--- src/rtl/video_capture_pkg.sv ---
// video_capture_pkg: types shared by video_capture and its pixel FIFO.
//   pix_t   - one captured pixel: start-of-frame flag, end-of-line flag, {R,G,B}
//   state_t - capture FSM state
package video_capture_pkg;

    typedef struct packed {
        logic        sof;
        logic        eol;
        logic [23:0] rgb;
    } pix_t;

    typedef enum logic {
        IDLE    = 1'b0,
        CAPTURE = 1'b1
    } state_t;

endpackage

--- src/rtl/video_capture_fifo.sv ---
// capture_fifo: synchronous show-ahead FIFO of pix_t.
//   clk_sys, RESET_N - clock, async active-low reset
//   push, din        - write request / data; accepted when not full, or when
//                      full with a pop in the same cycle
//   pop              - remove head (ignored when empty)
//   dout             - current head entry (valid when !empty)
//   full, empty      - derived from a registered occupancy count
module capture_fifo
    import video_capture_pkg::*;
#(
    parameter int FIFO_DEPTH = 16
) (
    input  logic clk_sys,
    input  logic RESET_N,
    input  logic push,
    input  logic pop,
    input  pix_t din,
    output pix_t dout,
    output logic full,
    output logic empty
);

    localparam int AW = $clog2(FIFO_DEPTH);

    pix_t          mem_q [FIFO_DEPTH];
    logic [AW-1:0] wr_ptr_q, wr_ptr_d;
    logic [AW-1:0] rd_ptr_q, rd_ptr_d;
    logic [AW:0]   count_q, count_d;
    logic          do_push, do_pop;

    assign empty   = (count_q == '0);
    assign full    = (count_q == (AW+1)'(FIFO_DEPTH));
    assign do_pop  = pop & ~empty;
    assign do_push = push & (~full | do_pop);
    assign dout    = mem_q[rd_ptr_q];

    // Pointers are AW bits wide so they wrap modulo FIFO_DEPTH on their own.
    always_comb begin
        wr_ptr_d = wr_ptr_q;
        rd_ptr_d = rd_ptr_q;
        count_d  = count_q;
        if (do_push) wr_ptr_d = wr_ptr_q + 1'b1;
        if (do_pop)  rd_ptr_d = rd_ptr_q + 1'b1;
        if (do_push && !do_pop)      count_d = count_q + 1'b1;
        else if (do_pop && !do_push) count_d = count_q - 1'b1;
    end

    always_ff @(posedge clk_sys or negedge RESET_N) begin
        if (!RESET_N) begin
            wr_ptr_q <= '0;
            rd_ptr_q <= '0;
            count_q  <= '0;
        end else begin
            wr_ptr_q <= wr_ptr_d;
            rd_ptr_q <= rd_ptr_d;
            count_q  <= count_d;
        end
    end

    // Storage needs no reset: nothing is observable until count is non-zero.
    always_ff @(posedge clk_sys) begin
        if (do_push) mem_q[wr_ptr_q] <= din;
    end

endmodule

--- src/rtl/video_capture.sv ---
// video_capture: samples SNES core video on DOTCLK rising edges during active
// display, tags pixels with sof/eol and streams them out through a FIFO.
//   clk_sys, RESET_N          - clock, async active-low reset
//   en                        - capture enable, looked at only on VBLANKn rise
//   DOTCLK, HBLANKn, VBLANKn  - core timing (levels, synchronous to clk_sys)
//   R, G, B                   - pixel colour
//   m_data/m_sof/m_eol/m_valid/m_ready - pixel stream out
//   overflow                  - sticky: a pixel was dropped on a full FIFO
//   frame_count               - completed captured frames (wraps)
//   last_width, last_height   - geometry of last completed line / frame
module video_capture
    import video_capture_pkg::*;
#(
    parameter int FIFO_DEPTH = 16,
    parameter int XW         = 9,
    parameter int YW         = 9
) (
    input  logic          clk_sys,
    input  logic          RESET_N,
    input  logic          en,
    input  logic          DOTCLK,
    input  logic          HBLANKn,
    input  logic          VBLANKn,
    input  logic [7:0]    R,
    input  logic [7:0]    G,
    input  logic [7:0]    B,
    output logic [23:0]   m_data,
    output logic          m_sof,
    output logic          m_eol,
    output logic          m_valid,
    input  logic          m_ready,
    output logic          overflow,
    output logic [15:0]   frame_count,
    output logic [XW-1:0] last_width,
    output logic [YW-1:0] last_height
);

    state_t        state_q, state_d;
    logic          dot_q, hb_q, vb_q;
    logic [XW-1:0] x_q, x_d;
    logic [YW-1:0] y_q, y_d;
    logic          sof_pend_q, sof_pend_d;
    logic          hold_vld_q, hold_vld_d;
    pix_t          hold_q, hold_d;
    logic          overflow_q, overflow_d;
    logic [15:0]   frame_cnt_q, frame_cnt_d;
    logic [XW-1:0] last_w_q, last_w_d;
    logic [YW-1:0] last_h_q, last_h_d;

    logic pix_stb, hb_fall, vb_rise, vb_fall;
    logic push, pop, full, empty;
    pix_t push_pix, head;

    assign pix_stb = DOTCLK & ~dot_q;
    assign hb_fall = ~HBLANKn & hb_q;
    assign vb_rise = VBLANKn & ~vb_q;
    assign vb_fall = ~VBLANKn & vb_q;

    // Pixels are held back one strobe so the last pixel of a line can be
    // marked eol when HBLANKn falls. hb_fall and a pixel load are mutually
    // exclusive (load needs HBLANKn high), as are vb_fall and a load, so at
    // most one push happens per cycle.
    always_comb begin
        state_d     = state_q;
        x_d         = x_q;
        y_d         = y_q;
        sof_pend_d  = sof_pend_q;
        hold_vld_d  = hold_vld_q;
        hold_d      = hold_q;
        overflow_d  = overflow_q;
        frame_cnt_d = frame_cnt_q;
        last_w_d    = last_w_q;
        last_h_d    = last_h_q;
        push        = 1'b0;
        push_pix    = hold_q;

        case (state_q)
            IDLE: begin
                if (vb_rise && en) begin
                    state_d    = CAPTURE;
                    x_d        = '0;
                    y_d        = '0;
                    sof_pend_d = 1'b1;
                end
            end
            CAPTURE: begin
                if (hb_fall) begin
                    if (hold_vld_q) begin
                        push         = 1'b1;
                        push_pix     = hold_q;
                        push_pix.eol = 1'b1;
                        hold_vld_d   = 1'b0;
                    end
                    // Lines with no active dots leave width/height untouched.
                    if (x_q != '0) begin
                        last_w_d = x_q;
                        y_d      = (y_q == {YW{1'b1}}) ? y_q : y_q + 1'b1;
                        x_d      = '0;
                    end
                end
                if (pix_stb && HBLANKn && VBLANKn) begin
                    if (hold_vld_q) begin
                        push     = 1'b1;
                        push_pix = hold_q;
                    end
                    hold_d     = '{sof: sof_pend_q, eol: 1'b0, rgb: {R, G, B}};
                    hold_vld_d = 1'b1;
                    sof_pend_d = 1'b0;
                    x_d        = (x_q == {XW{1'b1}}) ? x_q : x_q + 1'b1;
                end
                // Uses the _d view so a same-cycle hb_fall flush is not repeated.
                if (vb_fall) begin
                    if (hold_vld_d) begin
                        push         = 1'b1;
                        push_pix     = hold_d;
                        push_pix.eol = 1'b1;
                        hold_vld_d   = 1'b0;
                    end
                    if (y_d != '0) begin
                        last_h_d    = y_d;
                        frame_cnt_d = frame_cnt_q + 16'd1;
                    end
                    state_d = IDLE;
                end
            end
            default: state_d = IDLE;
        endcase

        if (push && full && !pop) overflow_d = 1'b1;
    end

    always_ff @(posedge clk_sys or negedge RESET_N) begin
        if (!RESET_N) begin
            state_q     <= IDLE;
            dot_q       <= 1'b0;
            hb_q        <= 1'b0;
            vb_q        <= 1'b0;
            x_q         <= '0;
            y_q         <= '0;
            sof_pend_q  <= 1'b0;
            hold_vld_q  <= 1'b0;
            hold_q      <= '0;
            overflow_q  <= 1'b0;
            frame_cnt_q <= '0;
            last_w_q    <= '0;
            last_h_q    <= '0;
        end else begin
            state_q     <= state_d;
            dot_q       <= DOTCLK;
            hb_q        <= HBLANKn;
            vb_q        <= VBLANKn;
            x_q         <= x_d;
            y_q         <= y_d;
            sof_pend_q  <= sof_pend_d;
            hold_vld_q  <= hold_vld_d;
            hold_q      <= hold_d;
            overflow_q  <= overflow_d;
            frame_cnt_q <= frame_cnt_d;
            last_w_q    <= last_w_d;
            last_h_q    <= last_h_d;
        end
    end

    capture_fifo #(.FIFO_DEPTH(FIFO_DEPTH)) u_fifo (
        .clk_sys (clk_sys),
        .RESET_N (RESET_N),
        .push    (push),
        .pop     (pop),
        .din     (push_pix),
        .dout    (head),
        .full    (full),
        .empty   (empty)
    );

    assign m_valid     = ~empty;
    assign pop         = m_valid & m_ready;
    // Head is masked while empty so the stream outputs read 0 out of reset.
    assign m_data      = m_valid ? head.rgb : '0;
    assign m_sof       = m_valid & head.sof;
    assign m_eol       = m_valid & head.eol;
    assign overflow    = overflow_q;
    assign frame_count = frame_cnt_q;
    assign last_width  = last_w_q;
    assign last_height = last_h_q;

endmodule

--- config.mk ---
export PLATFORM = sky130hd
export DESIGN_NAME = video_capture
export DESIGN_NICKNAME = d
export VERILOG_FILES = /design/src/rtl/video_capture_pkg.sv /design/src/rtl/video_capture_fifo.sv /design/src/rtl/video_capture.sv
export SDC_FILE = /design/constraint.sdc
export NUM_CORES = 1
export LEC_CHECK = 0
export CORE_UTILIZATION = 54
export DETAILED_ROUTE_END_ITERATION = 10
export PLACE_DENSITY = 0.75
export SLEW_MARGIN = 40
export SYNTH_ARGS = -nofsm -noshare
export SYNTH_HDL_FRONTEND = slang
export SYNTH_HIERARCHICAL = 1
export SYNTH_SLANG_ARGS = --single-unit
export TNS_END_PERCENT = 30
--- constraint.sdc ---
create_clock -name clk_sys -period 3.8 [get_ports clk_sys]
set_input_delay 0.95 -clock clk_sys [delete_from_list [all_inputs] [get_ports clk_sys]]
set_output_delay 0.95 -clock clk_sys [all_outputs]
set_load 0.01 [all_outputs]
# [After elaboration in Yosys (flattened, before gate mapping)]
# Memory sizes are Yosys's and may differ from the RTL's.
# Index checks and enable logic that the tools add are counted.
[op_classes] reduce_logical=18 bitwise=17 n_addsub=7 n_eq_ne=8 muxes=41
[op_table] op="$mux W26" count=4
[op_table] op="$mux W25" count=4
[op_table] op="$mux W9" count=9
[op_table] op="$pmux W9 S2" count=2
[op_table] op="$mux W24" count=1
[op_table] op="$add A9 B1 Y9 const B" count=2
[op_table] op="$eq A9 B9 Y1 const B" count=2
[op_table] op="$reduce_bool A9 Y1" count=2
[op_table] op="$mux W1" count=17
[op_table] op="$add A16 B1 Y16 const B" count=1
[op_table] op="$mux W5" count=2
[op_table] op="$and A1 B1 Y1" count=9
[op_table] op="$add A4 B1 Y4 const B" count=2
[op_table] op="$logic_and A1 B1 Y1" count=7
[op_table] op="$not A1 Y1" count=7
[op_table] op="$ne A3 B1 Y1 const B" count=2
[op_table] op="$reduce_and A3 Y1" count=2
[op_table] op="$add A5 B1 Y5 const B" count=1
[op_table] op="$eq A5 B5 Y1 const B" count=1
[op_table] op="$logic_not A5 Y1" count=1
[op_table] op="$sub A5 B1 Y5 const B" count=1
[op_table] op="$pmux W1 S2" count=2
[op_table] op="$reduce_and A4 Y1" count=1
[op_table] op="$logic_not A1 Y1" count=3
[op_table] op="6 further kinds" count=6
[word_totals] reg_bits=97 output_inout_bits=62 word_cells=109 memories=1 inputBits=31 ram_bits=416
[mem_list] memory="u_fifo.mem_q" depth=16 word_bits=26 rd=1 rd_ports_with_merged_regs=0 wr=1 line_no="video_capture_fifo.sv:25" source="pix_t mem_q [FIFO_DEPTH];"

# [Depth between registers and ports, before layout]
# Gate-level depths: netlist (run 1).
[depth] word_depth=14 ltp_mapped=13 depth_no_buf=12

# [By module]
# Netlist (run 1), hierarchy kept.
[modules_own_cells] mod="capture_fifo" instances=1 seq_area_each_um2=12817.3 cells_per_inst=839 area_per_inst_um2=16683.5
[modules_own_cells] mod="video_capture" instances=1 seq_area_each_um2=2102.0 cells_per_inst=423 area_per_inst_um2=4274.1

# [Worst setup path after synthesis (run 1)]
# No wires, ideal clock.
[synth_path] path_kind="input to register" startpoint="in VBLANKn" endpoint="mem u_fifo/mem_q[0][0] (netlist name) (enable)" cell_stages=8 setup_time_ns=0.442 arrival_time_ns=3.817 slack_ns=-0.458 n_path_buf=2 path_cell_list="and3b_1 > clkbuf_1 > a21o_1 > o21a_1 > o31a_1 > buf_6 > nand2_1 > nor3_1"
[synth_via] elab_chain_len=9 elab_cells_between_ends=12 classes_between="mux: 8; bitwise: 3; reduce/logical: 1"
[synth_rtl] element="start, declared" line_no="video_capture.sv:23" source="input logic VBLANKn,"
[synth_rtl] element="$logic_and A1 B1 Y1" line_no="video_capture.sv:101" source="if (pix_stb && HBLANKn && VBLANKn) begin"
[synth_rtl] element="$mux W1" line_no="video_capture.sv:101"
[synth_rtl] element="$mux W1" line_no="video_capture.sv:77" source="case (state_q)"
[synth_rtl] element="$mux W1" line_no="video_capture.sv:113" source="if (hold_vld_d) begin"
[synth_rtl] element="$mux W1 *" line_no="video_capture.sv:112" source="if (vb_fall) begin"
[synth_rtl] element="$mux W1 *" line_no="video_capture.sv:77"
[synth_rtl] element="net push" line_no="video_capture.sv:51" source="logic push, pop, full, empty;"
[synth_rtl] element="$and A1 B1 Y1 *" line_no="video_capture_fifo.sv:34" source="assign do_push = push & (~full | do_pop);"
[synth_rtl] element="net u_fifo.do_push" line_no="video_capture_fifo.sv:29" source="logic do_push, do_pop;"
[synth_rtl] element="$mux W1 *" line_no="video_capture_fifo.sv:62" source="if (do_push) mem_q[wr_ptr_q] <= din;"
[synth_rtl] element="$mux W1 (implied by the code) *" line_no="video_capture_fifo.sv:62"
[synth_rtl] element="end, declared" line_no="video_capture_fifo.sv:25"
# Mark *: on every way through the listed nets, which the timed path passes. The rest lies on a longest branch. The select of a mux whose other input is x is not followed.

==> qor.yml, run 1 <==
rsz0062_at_grt: "yes"
cp_slowest_cell: "clkdlybuf4s50_1"
cts_tree: "yes"
drv_slew: 0
grt_max_degree: 39
grt_pass1_wl_um: 70300
grt_pass1_vias: 11750
layout_common_cells: "416 x edfxtp_1, 133 x nand2_1, 101 x mux2i_1"
clockBufferDepth: 3
fp-row-count: 71
yosysSeqAreaShare_pct: 71.2
synth_warnings: 6
final-setup-viol-count: 8
initial_core_util_pct: 55.2
syn_to_final_growth_pct: 18.9
final_nets: 1432
path_class: "reg2out"
cp_data_arrival_time_ps: 2950
mostFrequentLayoutCell: "edfxtp_1"
final-hold-violation-count: 0
avgSynthCellArea_sq_um: 16.6
dpl_worst_slack_ps: 69.1
dpl.cell_count: 1830
synth_top_area_share_pct: 59.6
dieArea_sq_um: 39600
tightest_slew_ps: 644
finalCritPeriodShare_pct: 103
vias: 11675
power_leakage_uw: 0.00918
filler_cell_count: 2552
hpwl_um: 26700
pwr_density_cell_nw_per_um2: 705
crit_path_end_kind: "primary output"
clkTransAtPathRegs_ps: 60
reg2reg_depth: 12
worst-path-buf-inv: 3
fp.dieH_um: 199
antenna_left: 0
r2r_setup_slack_ps: 670
grt_antenna_before_repair: 1
timing.rr.start: "u_fifo/count_q[0]"
relSlewSlack_pct: 57.0
drc: 0
viasPerCell: 6.03
core_sq_um: 37900
drt-pass1-iter-count: 5
finalPower_uw: 17600
grt_use_total_pct: 24.3
cp_data_required_time_ps: 2850
synth_seq_cells: 513
syn_area_sq_um: 21000
min_period_ps: 3900
synth_cells: 1262
path_max_fanout: 30
cts_buffers: 50
cp_top_family: "buffers and inverters"
maxCapViolations: 0
die_w_um: 199
cts_hold_buf: 0
violations: "setup timing"
yosysTopAreaCell: "edfxtp_1"
yosysUniqueCellTypes: 67
ys_dominant_reg_cell: "edfxtp_1"
slowest_delay_ps: 540
num_antenna_cells: 0
synth-edff-count: 416
setup_ws_ps: -103
routed_wl_um: 46500
crit_chain: "buf_12 > and2_2 > buf_12 > a221oi_1 > o21ai_0 > nand2_1 > nor2b_1 > clkdlybuf4s50_1"
skew_ps: 14.8
gp_congestion: 0.791
irDropWorstVdd_v: 0.000453
outcome: "complete, but fails checks"
utilization_pct: 65.7
grt_overflow: 0
ys_async_sr_fraction_pct: 18.9
port_buffers: 92
clock_latency_ps: 580
fmax_ghz: 0.256
timing.rr.end: "u_fifo/count_q[4]"
syn-num-nets: 1308
drive_gt1_share_pct: 22.2
root_buffer: "clkbuf_16"
path_common_cell: "buf_12"
cp-start-kind: "register"
routedWlPerCell_um: 24.0
ioPinCount: 93
fin_cells: 1937
worstHoldPathType: "in2async"
cts.sinks: 513
drt_iter0_drc: 871
synth.area.top_cells: "edfxtp_1 60%, dfrtp_1 12%, mux4_2 5.6%"
whs_ps: 371
cts_max_level: 2
[cells in the mapped netlist (all sizes together), types with 3 or more instances]
cell type and count:
edfxtp 416, nand2 134, mux2i 105, dfrtp 97, clkbuf 56, a221oi 52
mux4 52, o21ai 51, buf 39, nor2 34, nor2b 33, xnor2 28
a22oi 27, mux2 18, ha 14, a22o 10, and3 10, inv 9
nand3 6, a21oi 5, nor3 5, a21o 4, and2 4, nand4 4
o2111ai 4, o211ai 4, a31oi 3, nand2b 3, nand3b 3, xor2 3
[worst register-to-register path: cells and delay by family, from the launching register on]
family	cells	cell delay, ps
muxes	1	250
buffers and inverters	2	280
and+or+nand+nor	3	790
AOI/OAI and AO/OA	3	540
adders and majority gates	2	630
xor gates and xnor gates	1	140
DFF	1	440
[final cells by class]
type	instances	area [sq um]	share of cell area (%)
Clock buffer	66	1380	5.55
Clock inverter	26	206	0.828
Inverter	10	37.5	0.151
Multi-Input combinational cell	644	6000	24.1
Sequential cell	513	14900	59.9
Tap cell	511	639	2.57
Timing Repair Buffer	167	1740	6.98
[state kept, by name, summed over array words and instances (netlist names), 5 cells and up]
register and count:
u_fifo/mem_q 416, hold_q 25, frame_count 16, last_height 9, last_width 9, x_q 9, y_q 9, u_fifo/count_q 5
[power breakdown]
part / leakage, uW / internal, uW / switching (uW) / total [uW]
registers: 0.00507 / 6790 / 651 / 7440
logic: 0.00334 / 2590 / 2780 / 5370
clock network: 0.000771 / 2760 / 2000 / 4760
[metrics by stage]
stage | TNS [ps] | area, sq um
5_1_grt | -1910 | 24900
4_1_cts | -1140 | 24800
6_report | -532 | 24900
3_3_place_gp | 0 | 22700
2_1_floorplan | -22870 | 21000
3_5_place_dp | 0 | 22700
[cells by family (layout without fill, tap and decap cells)]
| family | count (synthesis) | after routing | synth area share (%) |
|---|---|---|---|
| compound gates | 176 | 176 | 6.55 |
| xor+xnor | 31 | 31 | 1.30 |
| fa+ha+maj | 15 | 15 | 0.931 |
| buf+inv | 105 | 269 | 2.53 |
| flops | 513 | 513 | 71.2 |
| mux | 175 | 175 | 11.7 |
| simple gates | 247 | 247 | 5.80 |
[how the worst max path moves through the flow]
stage,end,depth (start not counted),slack [ps],start
finish,m_data[8],8,-100,u_fifo/rd_ptr_q[1]
global route,m_data[9],8,-240,u_fifo/rd_ptr_q[1]
CTS,m_data[8],7,-150,u_fifo/rd_ptr_q[0]
detailed placement,u_fifo/count_q[4],13,70,HBLANKn
global placement,u_fifo/count_q[4],13,130,HBLANKn
floorplan,u_fifo/mem_q[2][0],8,-460,VBLANKn
[per-layer routing]
metal / GRT usage (%) / wire [um] / vias up
met5: 0 / 0 / -
met4: 7.61 / 802 / 0
met3: 3.48 / 3400 / 61
met2: 39.8 / 23000 / 439
met1: 33.9 / 19200 / 6042
li1: - / - / 5133
[repair_timing]
item / CTS / global route
buffers inserted: 1 / 11
gates resized for setup: 85 / 10
endpoints found under the setup margin: 26 / 16
pin swaps: 4 / 4
gates cloned: 2 / 1
No activity file was read; power rests on OpenSTA's default activity.
==> run 2, diff against run 1 <==
Settings changed: CORE_UTILIZATION 54 to 57, CTS_BUF_LIST set to sky130_fd_sc_hd__clkbuf_8, MAX_ROUTING_LAYER set to met4, PLACE_DENSITY 0.75 to 0.79.
==> qor.yml, run 2 (synthesized netlist as in run 1, its figures left out) <==
clockBufferDepth: 3  # unchanged
maxCapViolations: 0  # unchanged
initial_core_util_pct: 58.4  # +3.1 points
die_w_um: 194  # -2.6%
path_common_cell: "buf_12"
relSlewSlack_pct: 51.1  # -5.9 points
gp_congestion: 0.815  # +3.1%
multi_input_area_sq_um: 5890  # -1.8%
clock_latency_ps: 620  # +40 ps
final_nets: 1449  # +1.2%
syn_to_final_growth_pct: 17.2
largest-register: "u_fifo/mem_q"
grt_antenna_before_repair: 0  # -1
drt-pass1-iter-count: 5  # unchanged
min_period_ps: 3890  # -15.3 ps
cts_tree: "yes"
slowest_delay_ps: 550  # about the same
tightest_slew_ps: 733  # +89.0 ps
filler_cell_count: 2353  # -7.8%
outcome: "complete, but fails checks"
grt_overflow: 0  # unchanged
finalCritPeriodShare_pct: 102  # -0.40 points
drive_gt1_share_pct: 22.0  # -0.14 points
port_buffers: 92  # unchanged
cp-start-kind: "register"
layout_common_cells: "416 x edfxtp_1, 133 x nand2_1, 105 x mux2i_1"
grt_pass1_vias: 12067  # +2.7%
pwr_density_cell_nw_per_um2: 688  # -2.5%
cp_slowest_cell: "mux4_2"
mostFrequentLayoutCell: "edfxtp_1"
routed_wl_um: 46300  # -0.46%
dpl_worst_slack_ps: 90.0  # +21.0 ps
core_sq_um: 35900  # -5.3%
fp.dieH_um: 194  # -2.6%
cp_top_family: "buffers and inverters"
dieArea_sq_um: 37500  # -5.2%
fin_cells: 1928  # -0.46%
final-setup-viol-count: 2  # -6
drv_slew: 0  # unchanged
num_antenna_cells: 0  # unchanged
violations: "setup timing"
crit_chain: "buf_12 > buf_12 > mux4_2 > a22oi_1 > nand2_1 > nor2b_1 > clkdlybuf4s50_1"
cp_data_arrival_time_ps: 2940  # about the same
skew_ps: 31.9  # +17.1 ps
grt_use_total_pct: 25.8  # +1.5 points
vias: 11724  # +0.42%
path_max_fanout: 29  # -3.3%
grt_max_degree: 55  # +41%
drc: 0  # unchanged
irDropWorstVdd_v: 0.000430  # -5.1%
worstHoldPathType: "in2async"
antenna_left: 0  # unchanged
setup_ws_ps: -87.9  # +15.3 ps
viasPerCell: 6.08  # +0.89%
dpl.cell_count: 1776  # -3.0%
fmax_ghz: 0.257  # +0.39%
crit_path_end_kind: "primary output"
worst-path-buf-inv: 3  # unchanged
root_buffer: "clkbuf_8"
utilization_pct: 68.4  # +2.7 points
drt_iter0_drc: 1079  # +24%
ioPinCount: 93  # unchanged
largest_reg_flops: 416  # unchanged
grt_pass1_wl_um: 70000  # -0.50%
register_area_sq_um: 14900  # about the same
cts_buffers: 81  # +62%
clkTransAtPathRegs_ps: 60  # about the same
fp-row-count: 69  # -2.8%
routedWlPerCell_um: 24.0  # about the same
power_leakage_uw: 0.00929  # +1.2%
cp_data_required_time_ps: 2850  # about the same
hpwl_um: 26300  # -1.6%
path_class: "reg2out"
rsz0062_at_grt: "yes"
cts.sinks: 513  # unchanged
final-hold-violation-count: 0  # unchanged
cts_hold_buf: 0  # unchanged
cts_max_level: 3  # +1
==> run 2: cell count changes in the layout (fill, tap and decap cells not counted), moves of 4 or more <==
cell / before / now
clkbuf_8: 5 / 87
clkbuf_16: 52 / 1
inv_1: 9 / 48
buf_4: 56 / 42
a221oi_2: 34 / 45
clkbuf_1: 10 / 0
a221oi_4: 9 / 0
clkdlybuf4s50_1: 73 / 67
clkinvlp_4: 4 / 0
mux2i_1: 101 / 105
mux2i_2: 4 / 0
==> run 2: final timing paths <==
| path | to | slack (ps) | start | cells after the start |
|---|---|---|---|---|
| worst min-delay path | frame_count[4] | 380 | RESET_N | 1 |
| worst min register to register | frame_count[15] | 480 | frame_count[15] | 1 |
| max in group asynchronous | hold_q[14] | 2640 | RESET_N | 2 |
| worst max-delay path | m_data[16] | -90 | u_fifo/rd_ptr_q[0] | 7 |
| worst max register to register | u_fifo/count_q[4] | 720 | u_fifo/count_q[0] | 12 |
| min in group clk_sys | frame_count[15] | 480 | frame_count[15] | 1 |
==> run 2: what timing repair did <==
item / CTS / global route
gates resized for setup: 63 / 19
setup buffers: 2 / 0
pin swaps: 12 / 7
gates cloned: 2 / 1
endpoints found under the hold margin: 0 / 0
setup endpoints to repair: 26 / 14
==> run 2: area by class of cell <==
cell class	count	area share, %
multi-input combinational	644	24.0
sequential	513	60.8
inverter	10	0.153
timing repair buffer	153	6.68
tap	461	2.35
clock buffer	87	4.88
clock inverter	60	1.20
==> run 2: worst register-to-register path: cells and delay by family, from the launching register on <==
| family | cells | cell delay, ps |
|---|---|---|
| flip-flops | 1 | 440 |
| AND/OR/NAND/NOR | 3 | 790 |
| XOR/XNOR | 1 | 140 |
| multiplexers | 1 | 240 |
| AO/OA/AOI/OAI | 3 | 550 |
| buffers and inverters | 2 | 240 |
| adder cells (fa/ha/maj) | 2 | 600 |
==> run 2: through the flow <==
stage          instance area [sq um]  TNS (ps)  total power, uW  hold WS, ps
6_report                       24600     -93.6            16900          385
5_1_grt                        24600      -518            17600          419
4_1_cts                        24400      -895            16800          382
3_5_place_dp                   22600         0            12300          469
3_3_place_gp                   22600         0            12100          460
2_1_floorplan                  21000    -22870            10500          439
==> run 2: metal layers <==
| layer | GRT usage (%) | wire length, um | up-vias |
|---|---|---|---|
| met1 | 33.9 | 18900 | 5983 |
| met2 | 40.8 | 22800 | 465 |
| met3 | 4.02 | 3130 | 101 |
| met5 | - | 0 | - |
| li1 | - | - | 5175 |
| met4 | 10.2 | 1460 | 0 |
==> run 2: report_power, final <==
part	switching, uW	internal (uW)
Sequential	599	6790
Combinational	2770	2440
Clock	2040	2240
==> run 3, diff against run 2 <==
Settings changed: ABC_AREA set to 1, PLACE_DENSITY 0.79 to 0.78.
==> qor.yml, run 3 <==
drt-pass1-iter-count: 7  # +2
root_buffer: "clkbuf_8"
viasPerCell: 5.50  # -9.5%
core_sq_um: 38900  # +8.4%
cts_max_level: 3  # unchanged
finalPower_uw: 19200  # +13%
vias: 16668  # +42%
port_buffers: 92  # unchanged
syn-num-nets: 2367  # +81%
fp-row-count: 72  # +4.3%
cp_slowest_cell: "clkdlybuf4s50_1"
crit_path_end_kind: "primary output"
grt_overflow: 0  # unchanged
cp_data_required_time_ps: 2850  # about the same
num_antenna_cells: 0  # unchanged
synth.area.top_cells: "edfxtp_1 55%, nand2_1 14%, dfrtp_1 11%"
power_leakage_uw: 0.0117  # +26%
avgSynthCellArea_sq_um: 9.75  # -41%
cts_buffers: 83  # +2.5%
routed_wl_um: 57000  # +23%
die_w_um: 201  # +3.9%
mostFrequentLayoutCell: "nand2_1"
utilization_pct: 67.7  # -0.69 points
cp_top_family: "buffers and inverters"
dieArea_sq_um: 40500  # +7.9%
skew_ps: 18.0  # -13.8 ps
min_period_ps: 3800  # -90.8 ps
whs_ps: 295  # -90.1 ps
r2r_setup_slack_ps: 950  # +230 ps
cts.sinks: 513  # unchanged
final-setup-viol-count: 0  # -2
worst-path-buf-inv: 4  # +1
relSlewSlack_pct: 50.3  # -0.79 points
path_class: "reg2out"
drt_iter0_drc: 1722  # +60%
final-hold-violation-count: 0  # unchanged
clock_latency_ps: 640  # +20 ps
rsz0062_at_grt: "yes"
finalCritPeriodShare_pct: 99.9  # -2.4 points
cp-start-kind: "register"
largest-register: "u_fifo/mem_q"
yosysUniqueCellTypes: 40  # -40%
syn_to_final_growth_pct: 16.4
gp_congestion: 0.866  # +6.2%
yosysTopAreaCell: "edfxtp_1"
cts_hold_buf: 0  # unchanged
path_common_cell: "nand2_1"
filler_cell_count: 2806  # +19%
slowest_delay_ps: 540  # about the same
synthTopCellsByCount: "871 x nand2_1, 416 x edfxtp_1, 239 x inv_1"
hpwl_um: 32900  # +25%
irDropWorstVdd_v: 0.000493  # +15%
fmax_ghz: 0.263  # +2.4%
synth-edff-count: 416  # unchanged
antenna_left: 0  # unchanged
syn_area_sq_um: 22600  # +8.0%
grt_pass1_vias: 16447  # +36%
worstHoldPathType: "in2async"
grt_antenna_before_repair: 0  # unchanged
layout_common_cells: "871 x nand2_1, 416 x edfxtp_1, 274 x inv_1"
drc: 0  # unchanged
clockBufferDepth: 3  # unchanged
grt_pass1_wl_um: 88800  # +27%
routedWlPerCell_um: 18.8  # -22%
reg2reg_depth: 19  # +7
crit_chain: "buf_8 > buf_16 > nand2_1 > nand2_1 > nor2_1 > nor2_2 > nand2_1 > nand2_1 > inv_1 > nor2_1 > clkdlybuf4s50_1"
drv_slew: 0  # unchanged
cts_tree: "yes"
outcome: "finished clean"
grt_max_degree: 68  # +24%
fp.dieH_um: 201  # +3.9%
synth_top_area_share_pct: 55.2  # -4.4 points
largest_reg_flops: 416  # unchanged
synth_warnings: 6  # unchanged
maxCapViolations: 0  # unchanged
initial_core_util_pct: 58.2  # -0.20 points
ys_dominant_reg_cell: "edfxtp_1"
clkTransAtPathRegs_ps: 60  # about the same
yosysMostFrequentCell: "nand2_1"
ys_async_sr_fraction_pct: 18.9  # unchanged
tightest_slew_ps: 745  # +11.8 ps
grt_use_total_pct: 29.5  # +3.7 points
path_max_fanout: 28  # -3.4%
pwr_density_cell_nw_per_um2: 727  # +5.8%
drive_gt1_share_pct: 9.71  # -12 points
ioPinCount: 93  # unchanged
synth_cells: 2321  # +84%
yosysSeqAreaShare_pct: 65.9  # -5.3 points
cp_data_arrival_time_ps: 2850  # -90 ps
synth_seq_cells: 513  # unchanged
worst-path-stages: 11  # +4
final_nets: 2495  # +72%
run 3: changes by cell type in the layout (fill, tap and decap cells not counted), moves of 14 or more:
cell and change:
xnor2_1 -18, a22oi_1 -26, nor3_2 +14, inv_1 +226, mux2i_1 -105, nand3_1 +201
dlygate4sd2_1 -14, nand2_1 +738, nor2b_1 -32, mux4_2 -52, o21ai_0 -25, a221oi_2 -45
nor2_1 +189
run 3: per-layer routing:
metal	vias up	routed length, um	global-route usage, %
met1	7955	21600	36.6
met2	863	28300	47.9
li1	7695	-	-
met4	0	2110	12.6
met3	155	4960	5.30
met5	-	0	-
run 3: area by class of cell:
class                      instances  area (sq um)  share of cell area [%]
clock buffer                      91          1250                    4.76
clock inverter                    57           344                    1.31
inverter                         249           955                    3.62
multi-input combinational       1438          6310                    24.0
sequential                       513         14900                    56.7
tap                              518           648                    2.46
timing repair buffer             164          1910                    7.24
run 3: metrics by stage:
step / instance area [sq um] / setup TNS, ps / std cells / setup slack [ps]
6_report: 26300 / 0 / 3030 / 2.89
5_1_grt: 26300 / -302 / 3030 / -104
4_1_cts: 26200 / -331 / 3027 / -95.7
3_5_place_dp: 24300 / 0 / 2869 / 214
3_3_place_gp: 24200 / 0 / 2867 / 209
2_1_floorplan: 22600 / -300990 / 2321 / -724
run 3: repair_timing:
item                                    CTS  global route
gates cloned                              8             1
resized for setup                        21            44
endpoints found under the setup margin   26            23
setup buffers                             2             2
run 3: cells by family (layout without fill, tap and decap cells):
family / count (synthesis) / in the layout / synth area share [%]
adder cells (fa/ha/maj): 15 / 15 / 0.863
AO/OA/AOI/OAI: 42 / 42 / 1.01
AND/OR/NAND/NOR: 1361 / 1361 / 24.6
flip-flops: 513 / 513 / 65.9
buffers and inverters: 370 / 561 / 6.76
XOR/XNOR: 20 / 20 / 0.807
run 3: power breakdown:
group / switching (uW) / internal (uW) / total, uW
sequential: 801 / 6870 / 7670
combinational: 4370 / 2510 / 6880
clock: 2140 / 2470 / 4600
total: 7310 / 11900 / 19200
run 3: worst paths after layout:
check | start | endpoint
min in group clk_sys | last_height[8] | last_height[8]
hold / removal | RESET_N | hold_q[22]
setup reg to reg | u_fifo/count_q[0] | u_fifo/count_q[4]
hold reg to reg | last_height[8] | last_height[8]
max in group asynchronous | RESET_N | hold_q[4]
setup / recovery | u_fifo/rd_ptr_q[0] | m_data[9]
